### src/rtl/aes_pkg.sv
// rtl/aes_pkg.sv - shared constants and FSM state type for the AES round sequencer
//
// Purpose : widths, default round count and the sequencer state enum shared by
//           the sequencer and its surrounding top level.
// Contents: BLOCK_W        - block and key width in bits
//           RND_W          - round-index width in bits
//           DEF_NUM_ROUNDS - default number of round iterations
//           seq_state_e    - IDLE / RUN / DONE

package aes_pkg;

    localparam int BLOCK_W        = 128;
    localparam int RND_W          = 4;
    localparam int DEF_NUM_ROUNDS = 10;

    typedef enum logic [1:0] {
        IDLE = 2'd0,
        RUN  = 2'd1,
        DONE = 2'd2
    } seq_state_e;

endpackage

### src/rtl/aes_round_sequencer.sv
// rtl/aes_round_sequencer.sv - iterative controller driving an external AES round datapath
//
// Purpose : accepts plaintext/key, whitens (plaintext ^ key), then walks the
//           external round datapath NUM_ROUNDS times, feeding each round's
//           outputs back, and finally presents the ciphertext.
// Params  : NUM_ROUNDS (1..15) round iterations
//           ROUND_LAT  (1..8)  cycles from driving round inputs to sampling outputs
// Ports   : clk, rst_n                    clock, async active-low reset
//           IN_VALID/IN_READY             input handshake
//           PLAIN_TEXT, CIPHER_KEY        128-bit block and key
//           RND_NUM/RND_DATA/RND_KEY      round datapath inputs (0 outside RUN)
//           RND_OUT_DATA/RND_OUT_KEY      round datapath outputs
//           OUT_VALID/OUT_READY           output handshake
//           CIPHER_TEXT                   state register (ciphertext in DONE)
//           BUSY                          high outside IDLE

module aes_round_sequencer
    import aes_pkg::*;
#(
    parameter int NUM_ROUNDS = DEF_NUM_ROUNDS,
    parameter int ROUND_LAT  = 1
) (
    input  logic               clk,
    input  logic               rst_n,
    input  logic               IN_VALID,
    output logic               IN_READY,
    input  logic [BLOCK_W-1:0] PLAIN_TEXT,
    input  logic [BLOCK_W-1:0] CIPHER_KEY,
    output logic [RND_W-1:0]   RND_NUM,
    output logic [BLOCK_W-1:0] RND_DATA,
    output logic [BLOCK_W-1:0] RND_KEY,
    input  logic [BLOCK_W-1:0] RND_OUT_DATA,
    input  logic [BLOCK_W-1:0] RND_OUT_KEY,
    output logic               OUT_VALID,
    input  logic               OUT_READY,
    output logic [BLOCK_W-1:0] CIPHER_TEXT,
    output logic               BUSY
);

    localparam logic [2:0]       LAT_LAST = 3'(ROUND_LAT - 1);
    localparam logic [RND_W-1:0] RND_LAST = RND_W'(NUM_ROUNDS);

    seq_state_e         fsm_q, fsm_d;
    logic [BLOCK_W-1:0] state_q, state_d;
    logic [BLOCK_W-1:0] key_q, key_d;
    logic [RND_W-1:0]   rnd_q, rnd_d;
    logic [2:0]         lat_q, lat_d;

    always_ff @(posedge clk or negedge rst_n) begin
        if (!rst_n) begin
            fsm_q   <= IDLE;
            state_q <= '0;
            key_q   <= '0;
            rnd_q   <= '0;
            lat_q   <= '0;
        end else begin
            fsm_q   <= fsm_d;
            state_q <= state_d;
            key_q   <= key_d;
            rnd_q   <= rnd_d;
            lat_q   <= lat_d;
        end
    end

    always_comb begin
        fsm_d   = fsm_q;
        state_d = state_q;
        key_d   = key_q;
        rnd_d   = rnd_q;
        lat_d   = lat_q;

        unique case (fsm_q)
            IDLE: begin
                if (IN_VALID) begin
                    state_d = PLAIN_TEXT ^ CIPHER_KEY;
                    key_d   = CIPHER_KEY;
                    rnd_d   = RND_W'(1);
                    lat_d   = '0;
                    fsm_d   = RUN;
                end
            end
            RUN: begin
                // Datapath inputs stay constant for the whole round, so the
                // outputs are valid once ROUND_LAT-1 extra cycles have elapsed.
                if (lat_q != LAT_LAST) begin
                    lat_d = lat_q + 3'd1;
                end else begin
                    state_d = RND_OUT_DATA;
                    key_d   = RND_OUT_KEY;
                    lat_d   = '0;
                    if (rnd_q == RND_LAST) begin
                        fsm_d = DONE;
                    end else begin
                        rnd_d = rnd_q + RND_W'(1);
                    end
                end
            end
            DONE: begin
                // Return through IDLE so the next accept is one cycle after
                // the output handshake, never in the same cycle.
                if (OUT_READY) begin
                    fsm_d = IDLE;
                end
            end
            default: begin
                fsm_d = IDLE;
            end
        endcase
    end

    // All handshake outputs are decoded from registered state only.
    assign IN_READY    = (fsm_q == IDLE);
    assign BUSY        = (fsm_q != IDLE);
    assign OUT_VALID   = (fsm_q == DONE);
    assign CIPHER_TEXT = state_q;

    assign RND_NUM  = (fsm_q == RUN) ? rnd_q   : '0;
    assign RND_DATA = (fsm_q == RUN) ? state_q : '0;
    assign RND_KEY  = (fsm_q == RUN) ? key_q   : '0;

endmodule

### config.mk
export PLATFORM = sky130hd
export DESIGN_NAME = aes_round_sequencer
export DESIGN_NICKNAME = d
export VERILOG_FILES = /design/src/rtl/aes_pkg.sv /design/src/rtl/aes_round_sequencer.sv
export SDC_FILE = /design/constraint.sdc
export NUM_CORES = 1
export LEC_CHECK = 0
export BUFFER_PORTS_ARGS = -buffer_cell sky130_fd_sc_hd__buf_4
export CORE_AREA = 2 2 356 358
export DETAILED_ROUTE_END_ITERATION = 12
export DIE_AREA = 0 0 358 360
export GPL_TIMING_DRIVEN = 0
export HOLD_SLACK_MARGIN = 0.12
export SYNTH_ARGS = -nofsm -noshare
export SYNTH_HDL_FRONTEND = slang
export SYNTH_SLANG_ARGS = --single-unit
### constraint.sdc
create_clock -name clk -period 2.2 [get_ports clk]
set_input_delay 0.22 -clock clk [delete_from_list [all_inputs] [get_ports clk]]
set_output_delay 0.22 -clock clk [all_outputs]
set_load 0.005 [all_outputs]
# Word level (Yosys, flattened, before mapping)
# Index checks and enable logic that the tools add are counted.
# Widths: inputs -> output; s select.
# totals
regBits	265
out_inout_bits	391
# classes
addsub	2
n_eq_ne	8
muxes	21
bitwise_logic	1
reduce_logical	8
# op_table
cell	n
$mux 128	6
$pmux 128 s2	2
$xor 128x128->128	1
$mux 4	4
$mux 2	4
$ne 2x2->1 const B	4
$pmux 4 s2	1
$reduce_and 4->1	2
$mux 3	2
$pmux 2 s3	1
$pmux 3 s2	1
$add 4x1->4 const B	1
$eq 4x4->1 const B	1
$reduce_bool 2->1	2
$add 3x1->3 const B	1
$reduce_and 3->1	1
$reduce_bool 3->1	1
$eq 2x1->1 const B	1
$eq 2x2->1 const B	1
$logic_not 2->1	1
$ne 2x1->1 const B	1
$reduce_and 2->1	1

# Depth between registers and ports, before layout
# Gate-level depths: netlist of run 1.
# logic_depth
word_depth	4
depth_mapped	8

# Least setup slack after synthesis of run 1
# OpenSTA, ideal clock, no wires.
# synth_path
path_kind	reg-to-reg
from	register lat_q[0]
to	register state_q[39] (netlist: CIPHER_TEXT[39])
setup_ps	125
t_arrival_ps	1842
path_slack_ps	232
stages_incl_launch_ff	9
path_buffers	3
path_cell_list	dfrtp_1 > inv_1 > ha_1 > nor4bb_4 > or2_1 > buf_6 > buf_6 > buf_6 > mux2_4
# synth_via
elab_chain_cells	3
# synth_lines
item	line	source
start, declared	aes_round_sequencer.sv:47	logic [2:0] lat_q, lat_d;
start signal, assigned	aes_round_sequencer.sv:61	lat_q <= lat_d;
$reduce_bool 3->1	aes_round_sequencer.sv:85	if (lat_q != LAT_LAST) begin
$ne 2x2->1 (no source line)	n/a	
$reduce_and 3->1 (no source line)	n/a	
end signal, assigned	aes_round_sequencer.sv:58	state_q <= state_d;
end, declared	aes_round_sequencer.sv:44	logic [BLOCK_W-1:0] state_q, state_d;
# Every way passes these cells.
# A chain may end at the register's enable or synchronous reset.

# Worst setup path after layout of run 1
# layout_path
from	register fsm_q[0]
to	output RND_DATA[77]
# layout_via
elab_chain_cells	2
# layout_lines
item	line	source
start, declared	aes_round_sequencer.sv:43	seq_state_e fsm_q, fsm_d;
start signal, assigned	aes_round_sequencer.sv:57	fsm_q <= fsm_d;
$eq 2x1->1	aes_round_sequencer.sv:118	assign RND_DATA = (fsm_q == RUN) ? state_q : '0;
$mux 128	aes_round_sequencer.sv:118	
end, declared	aes_round_sequencer.sv:30	output logic [BLOCK_W-1:0] RND_DATA,
# Every way passes these cells.

==> results of run 1 <==
## through the flow
stage	utilization	worst slack (ps)
floorplan	-	232
global placement	0.208	-2000
detailed placement	0.209	-1360
CTS	0.274	-409
global route	0.287	-411
finish	0.287	-342
## per-layer routing
layer	GRT usage	vias up
met4	0.0526	18
li1	-	7486
met2	0.283	702
met1	0.215	8320
met3	0.0356	160
met5	0	-
## cell families (layout without fill, tap and decap cells)
family / Yosys count / in the layout
AO/OA/AOI/OAI: 12 / 12
XOR/XNOR: 128 / 128
adder cells (fa/ha/maj): 4 / 4
buffers and inverters: 95 / 1628
flip-flops: 265 / 265
multiplexers: 513 / 513
other: 0 / 11
AND/OR/NAND/NOR: 281 / 281
## repair_timing
item / in CTS / in global routing
pin swaps: 104 / 12
endpoints found under the hold margin: 335 / 0
hold buffers: 456 / 0
buffers inserted: 19 / 24
setup endpoints to repair: 519 / 516
resized for setup: 464 / 144
cloned: 24 / 39
## cells in the mapped netlist, types with 2 or more instances
master     count
xor2_1       128
nand2b_1       2
mux2_2       217
mux2_4       240
buf_6         10
buf_2         30
clkbuf_1      26
o21ai_0        2
and2_1       259
dfrtp_1      265
ha_1           4
nor4b_1        2
buf_12        22
nor2_1         2
o2bb2ai_1      2
mux2_1        56
nand2_1        3
nor2b_1        2
inv_1          7
## registers in the layout, indices dropped and copies added, names as in the netlist
register     cells
key_q          128
rnd_q            4
fsm_q            2
lat_q            3
CIPHER_TEXT    128
## cell type report
class                      instances  area (um^2)  area share
antenna                           11         27.5    0.000767
buffer                            86         1630      0.0453
clock buffer                      53         1090      0.0303
clock inverter                    15          225     0.00628
inverter                           7         26.3    0.000732
multi-input combinational        938        10200       0.285
sequential                       265         6630       0.185
tap                             1650         2060      0.0575
timing repair buffer            1467        14000       0.390
## worst max-delay path by stage
stage,cells past startpoint,slack (ps),start,endpoint
global placement,1,-2000,rst_n,CIPHER_TEXT[40]$_DFFE_PN0P_
CTS,9,-410,fsm_q[0]$_DFFE_PN0P_,RND_DATA[77]
floorplan,8,230,lat_q[0]$_DFFE_PN0P_,CIPHER_TEXT[39]$_DFFE_PN0P_
detailed placement,8,-1360,fsm_q[0]$_DFFE_PN0P_,RND_KEY[72]
finish,9,-340,fsm_q[0]$_DFFE_PN0P_,RND_DATA[77]
global route,8,-410,fsm_q[0]$_DFFE_PN0P_,RND_KEY[72]
## worst max-delay path, stage by stage (launching register included)
cell	delay (ps)
dfrtp_1	390
buf_6	120
nor2b_4	120
buf_12	130
buf_16	150
buf_12	150
buf_16	150
clkbuf_16	170
and2_4	190
buf_6	120
## power breakdown
group	switching, mW	leakage (nW)	internal, mW	total [mW]
Sequential	2.23	3.10	7.51	9.74
Combinational	14.4	13.0	23.6	38.0
Clock	2.70	0.648	4.04	6.74
Total	19.4	16.7	35.2	54.5
==> reports/summary.txt, run 1 <==
Status -> finished with violations
Failing checks -> negative setup slack
Setup violations, final -> 313
Port Buf Inserts -> 906
Post-Layout Inst Area -> 35900 um^2
Crit. End Element -> output pin
R2R setup slack -> -70 ps
Max Slew Vio Count -> 0
Total Power -> 54.5 mW
Area contributors post-synth -> dfrtp_1 (39%), mux2_4 (21%), mux2_2 (14%)
DR iter-0 viols -> 752
Grt total ovfl -> 0
CP max FO -> 5
Fin cells -> 4492
CTS HTree Levels -> 2
Top sig layer -> met5
Die Y -> 360 um
Hold slack -> 171 ps
Fmax -> 393 MHz
Die area -> 129000 um^2
Root buffer cell -> clkbuf_16
Die width -> 358 um
Dpl hpwl -> 86400 um
Area Growth Syn to Fin -> 109%
Nets -> 3322
Mux contribution to synthesized area -> 0.389
Power Density -> 1520 nW/um^2
Synth Area in Compound Gates -> 0.00517
Largest net degree at the start of global routing -> 96
Syn Inst Count -> 1298
DR vias -> 16686
Worst-Margin Slew -> 1380 ps
Critical path arrival -> 2320 ps
Max-slew headroom -> 0.0783
Worst vdd ir -> 0.852 mV
Lkg Pwr -> 16.7 nW
Crit path required time -> 1980 ps
Sequential element share of the synthesized area -> 0.386
Final Hold Fails -> 0
Post-synth EDFFs -> 0
Hold_sp -> PLAIN_TEXT[52]
CTS Buf Count -> 37
Setup_tns -> -61340 ps
M1 WL -> 51800 um
Library cells used by synthesis -> 38
RR Endpoint -> key_q[125]$_DFFE_PN0P_
First-pass GRT wire length -> 149000 um
Antenna viol nets, final -> 0
Asr flop ratio synth -> 1.00
Post-Syn Area -> 17200 um^2
Final setup margin -> -342 ps
DRC violations left -> 0
Syn. warnings -> 0
Largest family of logic cells by synthesized area -> multiplexers
Vias/cell -> 3.71
Initial Utilization -> 0.138
Most common cell after layout, fill and taps aside -> buf_4
Xor and xnor area share after synthesis -> 0.0653
Filler cells -> 12816
Dominant synthesized flop cell -> dfrtp_1
Met2 wire len -> 57300 um
Hold Crit Depth -> 4
Dominant cell type by area after synthesis -> dfrtp_1
Hold Path Sink -> CIPHER_TEXT[52]$_DFFE_PN0P_
Reg-to-Reg Start -> lat_q[0]$_DFFE_PN0P_
Synth top area share -> 0.386
Drt total wl -> 120000 um
Layout cells sized above 1 -> 0.639
Min cycle time layout -> 2540 ps
Mapped Nets -> 1818
CP Launch Type -> register
Initial antenna violation count -> 44
DP Area -> 26100 um^2
Met3 WL post-DR -> 7520 um
Clk buf depth -> 3
Period Utilization, post-route -> 1.16
Rows -> 130
All-Layer GR Usage -> 0.169
Post-Synth Adder-Cell Area -> 0.00291
RSZ-0062 raised after global routing -> yes
Core area -> 125000 um^2
Clock Sinks -> 265
Cells after DPL -> 3856
Crit Path Class -> register to output pin
Clock Skews -> 17.2 ps
Clock latency on the worst-skew pair -> 580 ps
Clk slew on worst S/H paths -> 60 ps
Wirelength per Cell -> 26.7 um
Syn avg cell area -> 13.2 um^2
#FFs+latches synth -> 265
Pre-Repair DR Iteration Count -> 5
Max-cap violations -> 0
Vias in the first global route -> 17830
Num ports -> 907
TritonCTS clock tree -> done
Gpl congestion -> 0.950
Most frequent cells in the layout -> buf_4 (756), dlygate4sd3_1 (456), dfrtp_1 (264)
R2R depth -> 9
Min-delay worst type -> primary input to register
Synth Area in Simple Gates -> 0.104
(Power assumes the default switching activity.)
==> run 2, diff against run 1 <==
--- a/constraint.sdc
+++ b/constraint.sdc
@@ -3,2 +3,2 @@
 set_output_delay 0.22 -clock clk [all_outputs]
-set_load 0.005 [all_outputs]
+set_load 0.1 [all_outputs]
==> run 2 against run 1 <==
The run still ends with negative setup slack left. Critical path depth shrank 1. Final cell count up 0.53%. Routed wire length increased by 3.9%. First-iteration DRC count grew 23%. Setup slack got worse by 3.1 ps. Global-route usage is 1.8 points higher. Register-to-register slack worse by 190 ps. Die area did not move. Sequential share of layout area is 1.5 points lower. Critical path type unchanged.
==> reports/summary.txt, run 2 (synthesized netlist as in run 1, its figures left out) <==
Die area -> 129000 um^2
Port Buf Inserts -> 906
CP max FO -> 5
DR vias -> 17000
DRC violations left -> 0
CP startpoint -> fsm_q[0]$_DFFE_PN0P_
Worst-Margin Slew -> 697 ps
CP max stage delay -> 370 ps
Setup violations, final -> 506
Grt total ovfl -> 0
Core area -> 125000 um^2
Pre-Repair DR Iteration Count -> 5
All-Layer GR Usage -> 0.187
Clk slew on worst S/H paths -> 60 ps
End point of the critical path -> RND_KEY[124]
R2R depth -> 12
Initial Utilization -> 0.138
Clock latency on the worst-skew pair -> 590 ps
Wirelength per Cell -> 27.6 um
Die Y -> 360 um
GR met1 Demand/Resource -> 0.237
Clock Sinks -> 265
Die width -> 358 um
Most frequent cells in the layout -> buf_4 (679), dlygate4sd3_1 (453), buf_12 (328)
Met3 Use GR -> 0.0442
Busiest grt layer -> met2
Clk buf depth -> 3
DR iter-0 viols -> 927
Met2 Use GR -> 0.310
Largest net degree at the start of global routing -> 100
Min cycle time layout -> 2550 ps
CTS Buf Count -> 38
Final Hold Fails -> 0
Fmax -> 393 MHz
Nets -> 3343
Dpl hpwl -> 89200 um
Vias in the first global route -> 19110
Most common cell after layout, fill and taps aside -> buf_4
Max-cap violations -> 0
Filler cells -> 12304
Area Growth Syn to Fin -> 128%
Clock Skews -> 20.0 ps
Drt total wl -> 125000 um
Reg-to-Reg Start -> fsm_q[1]$_DFFE_PN0P_
Period Utilization, post-route -> 1.16
Crit Path Class -> register to output pin
Vias/cell -> 3.76
CP Launch Type -> register
RSZ-0062 raised after global routing -> yes
Final setup margin -> -345 ps
CTS HTree Levels -> 2
Gpl congestion -> 0.903
Failing checks -> negative setup slack
First-pass GRT wire length -> 164000 um
Max Slew Vio Count -> 0
Status -> finished with violations
Root buffer cell -> clkbuf_16
Min-delay worst type -> primary input to register
Core Util, Final -> 0.313
Critical path arrival -> 2330 ps
TritonCTS clock tree -> done
Cell mode on critical path -> clkbuf_16
Rows -> 130
R2R setup slack -> -260 ps
Crit path required time -> 1980 ps
Critical path cell sequence -> buf_6 > nor2b_4 > clkbuf_16 > buf_4 > buf_8 > clkbuf_16 > and2_4 > buf_12
Layout cells sized above 1 -> 0.671
RR Endpoint -> CIPHER_TEXT[3]$_DFFE_PN0P_
Max-slew headroom -> 0.535
Crit. End Element -> output pin
Initial antenna violation count -> 44
Worst path slowest cell -> dfrtp_1
Antenna viol nets, final -> 0
Num ports -> 907
==> run 2: cell count changes in the layout (fill, tap and decap cells not counted), sizes merged <==
| cell | before | now |
|---|---|---|
| buf | 1018 | 1079 |
| clkbuf | 132 | 97 |
| bufinv | 5 | 8 |
| clkinv | 6 | 3 |
| dlygate4sd3 | 456 | 453 |
| diode | 11 | 13 |
| inv | 10 | 8 |
| clkinvlp | 1 | 2 |
==> run 2: worst min path at each step <==
stage / start / to / slack, ps / depth (start not counted)
after floorplan: rst_n / CIPHER_TEXT[0]$_DFFE_PN0P_ / -80 / 0
after global placement: OUT_READY / fsm_q[1]$_DFFE_PN0P_ / 480 / 3
after detailed placement: rst_n / CIPHER_TEXT[89]$_DFFE_PN0P_ / 270 / 1
after CTS: PLAIN_TEXT[127] / CIPHER_TEXT[127]$_DFFE_PN0P_ / 120 / 4
after global routing: RND_OUT_DATA[71] / CIPHER_TEXT[71]$_DFFE_PN0P_ / 130 / 3
final: RND_OUT_DATA[71] / CIPHER_TEXT[71]$_DFFE_PN0P_ / 130 / 3
==> run 2: routing by layer <==
metal	vias to the layer above	share of wire
met5	-	0.0010
met4	20	0.030
met3	176	0.062
met2	748	0.48
met1	8533	0.43
li1	7523	-
==> run 2: what timing repair did <==
action	in CTS	in global routing
gates cloned	51	9
buffers inserted	88	28
setup endpoints to repair	516	517
hold endpoints to repair	330	0
hold buffers	453	0
resized for setup	1218	168
pin swaps	123	17
==> run 2: worst max-delay path, delay by kind of cell (launching register included) <==
kind          cells  cell delay (ps)
buf+inv           6              930
flops             1              370
simple gates      2              410
==> run 2: layout make-up <==
cell class / instances / area, um^2 / share of cell area
Buffer: 64 / 1190 / 0.0305
Inverter: 7 / 28.8 / 0.000736
Multi-Input combinational cell: 938 / 10400 / 0.266
Timing Repair Buffer: 1509 / 17300 / 0.443
Clock inverter: 14 / 279 / 0.00713
Clock buffer: 56 / 1160 / 0.0297
Sequential cell: 265 / 6630 / 0.170
Antenna cell: 13 / 32.5 / 0.000832
Tap cell: 1650 / 2060 / 0.0528
==> run 2: stage by stage <==
| stage | hold slack [ps] | std cells | worst slack [ps] | TNS (ps) | area [um^2] |
|---|---|---|---|---|---|
| floorplan | -75.6 | 1298 | 25.5 | 0 | 17500 |
| global placement | 483 | 3854 | -2110 | -805540 | 26400 |
| detailed placement | 272 | 3857 | -1690 | -294620 | 26500 |
| CTS | 121 | 4515 | -491 | -125710 | 39100 |
| global route | 131 | 4508 | -456 | -141310 | 39100 |
| finish | 131 | 4516 | -345 | -95060 | 39100 |
Power of run 2 is left out: the tool's default activity adds up to more than one toggle a clock period on the data nets, which glitch-free logic cannot reach.
==> run 3, diff against run 2 <==
Settings changed: ABC_AREA from default to 1, CORE_AREA 2 2 356 358 to 2 2 352 354, DIE_AREA 0 0 358 360 to 0 0 354 356.
==> run 3 against run 2 <==
The flow still finishes with violations (negative setup slack). Die area is 2.2% lower. Routed wire length shrank 3.6%. Critical path depth down 1. Via count increased by 38%. First-iteration DRC count up 100%. Synthesized cell count rose by 94%. Critical endpoint is now RND_KEY[32]. Largest cell class unchanged.
==> reports/summary.txt, run 3 <==
Die width -> 354 um
Vias in the first global route -> 24170
Wirelength per Cell -> 21.1 um
Initial Utilization -> 0.129
Root buffer cell -> clkbuf_16
Period Utilization, post-route -> 1.06
Clock Skews -> 16.2 ps
Synth top cells by count -> nand2_1 (1042), nor2_1 (396), o21ai_0 (358)
Clock latency on the worst-skew pair -> 580 ps
Nets -> 4545
Drt total wl -> 120000 um
Clock Sinks -> 265
Fmax -> 428 MHz
Fin cells -> 5704
Clk slew on worst S/H paths -> 60 ps
CP Launch Type -> register
Crit. End Element -> output pin
Vias/cell -> 4.11
#FFs+latches synth -> 265
Met3 Use GR -> 0.0420
Library cells used by synthesis -> 17
Post-synth EDFFs -> 0
CP max FO -> 10
Max Slew Vio Count -> 0
Gpl congestion -> 0.937
Crit Path Class -> register to output pin
Area contributors post-synth -> dfrtp_1 (42%), nand2_1 (25%), o21ai_0 (11%)
DRC violations left -> 0
Pre-Repair DR Iteration Count -> 6
Post-Syn Area -> 15800 um^2
Syn Inst Count -> 2521
Layout cells sized above 1 -> 0.342
Antenna viol nets, final -> 0
GR met1 Demand/Resource -> 0.218
Max-cap violations -> 0
Crit path required time -> 1980 ps
Failing checks -> negative setup slack
Asr flop ratio synth -> 1.00
Port Buf Inserts -> 906
Area Growth Syn to Fin -> 139%
Cells after DPL -> 5066
Min cycle time layout -> 2340 ps
Num ports -> 907
Most common cell after layout, fill and taps aside -> nand2_1
Dpl hpwl -> 87800 um
CTS Buf Count -> 36
First-pass GRT wire length -> 165000 um
Dominant synthesized flop cell -> dfrtp_1
Worst-Margin Slew -> 818 ps
DR vias -> 23440
Syn avg cell area -> 6.26 um^2
Critical path arrival -> 2120 ps
RSZ-0062 raised after global routing -> yes
Die Y -> 356 um
Busiest grt layer -> met2
Status -> finished with violations
Hold slack -> 162 ps
Met2 Use GR -> 0.297
DR iter-0 viols -> 1876
Setup violations, final -> 247
Most frequent cells in the layout -> nand2_1 (1039), buf_4 (669), dlygate4sd3_1 (529)
Dominant cell type by area after synthesis -> dfrtp_1
Clk buf depth -> 3
Initial antenna violation count -> 26
CTS HTree Levels -> 2
Die area -> 126000 um^2
Rows -> 129
All-Layer GR Usage -> 0.179
Syn. warnings -> 0
Sequential element share of the synthesized area -> 0.420
Mapped Nets -> 3041
Final setup margin -> -138 ps
TritonCTS clock tree -> done
Core area -> 123000 um^2
Grt total ovfl -> 0
Synth top area share -> 0.420
Max-slew headroom -> 0.454
Largest net degree at the start of global routing -> 101
Final Hold Fails -> 0
Min-delay worst type -> primary input to register
Most common cell in the synthesized netlist -> nand2_1
## run 3: repair_timing
item | 4_1_cts | 5_1_grt
gates cloned | 6 | 9
gates resized for setup | 1227 | 157
setup endpoints to repair | 520 | 478
endpoints found under the hold margin | 319 | 0
hold buffers | 530 | 0
pin swaps | 5 | 4
setup buffers | 16 | 2
## run 3: final cells by class
type / count / area, um^2
diodes: 16 / 40.0
fillers: 12588 / 85000
flip-flops and latches: 265 / 6630
repair buffers: 1469 / 15900
multi-input cells: 1844 / 9380
plain buffers: 138 / 1420
inverters: 271 / 1020
well taps: 1637 / 2050
clock inverters: 13 / 154
clock buffers: 51 / 1040
## run 3: kinds of logic (layout without fill, tap and decap cells)
group | after synthesis | after routing | synth area share
simple gates | 1448 | 1448 | 0.346
flops | 265 | 265 | 0.420
xor+xnor | 1 | 1 | 0.000555
compound gates | 391 | 391 | 0.124
buf+inv | 412 | 1942 | 0.105
fa+ha+maj | 4 | 4 | 0.00317
other cells | 0 | 16 | 0
## run 3: worst paths after layout
check                                         endpoint  slack [ps]                  from  depth (start not counted)
min in group asynchronous  CIPHER_TEXT[53]$_DFFE_PN0P_         230                 rst_n                          2
min                             key_q[125]$_DFFE_PN0P_         160       CIPHER_KEY[125]                          5
max in group asynchronous         fsm_q[0]$_DFFE_PN0P_         870                 rst_n                          3
min reg2reg                       rnd_q[3]$_DFFE_PN0P_         540  rnd_q[3]$_DFFE_PN0P_                          2
max reg2reg                CIPHER_TEXT[86]$_DFFE_PN0P_          80  fsm_q[0]$_DFFE_PN0P_                          8
max                                        RND_KEY[32]        -140  fsm_q[1]$_DFFE_PN0P_                          7
## run 3: worst max-delay path: stages (launching register included)
cell	delay, ps
dfrtp_1	370
inv_2	100
nand2_8	110
buf_12	180
clkbuf_16	210
buf_12	180
nor2_4	160
buf_12	200
## run 3: through the flow
step	util	setup slack [ps]	TNS [ps]	cell area [um^2]
2_1_floorplan	-	-351	-31960	16200
3_3_place_gp	0.204	-1960	-925890	25000
3_5_place_dp	0.205	-1240	-379810	25100
4_1_cts	0.301	-190	-34220	36900
5_1_grt	0.307	-211	-40130	37700
6_report	0.307	-138	-15760	37700
## run 3: per-layer routing
metal  wire, um  vias to the layer above
li1           -                    10684
met1      47800                    11157
met2      56800                     1296
met3       9640                      299
met4       6040                        4
met5         34                        -
Power of run 3 is left out for the same reason.
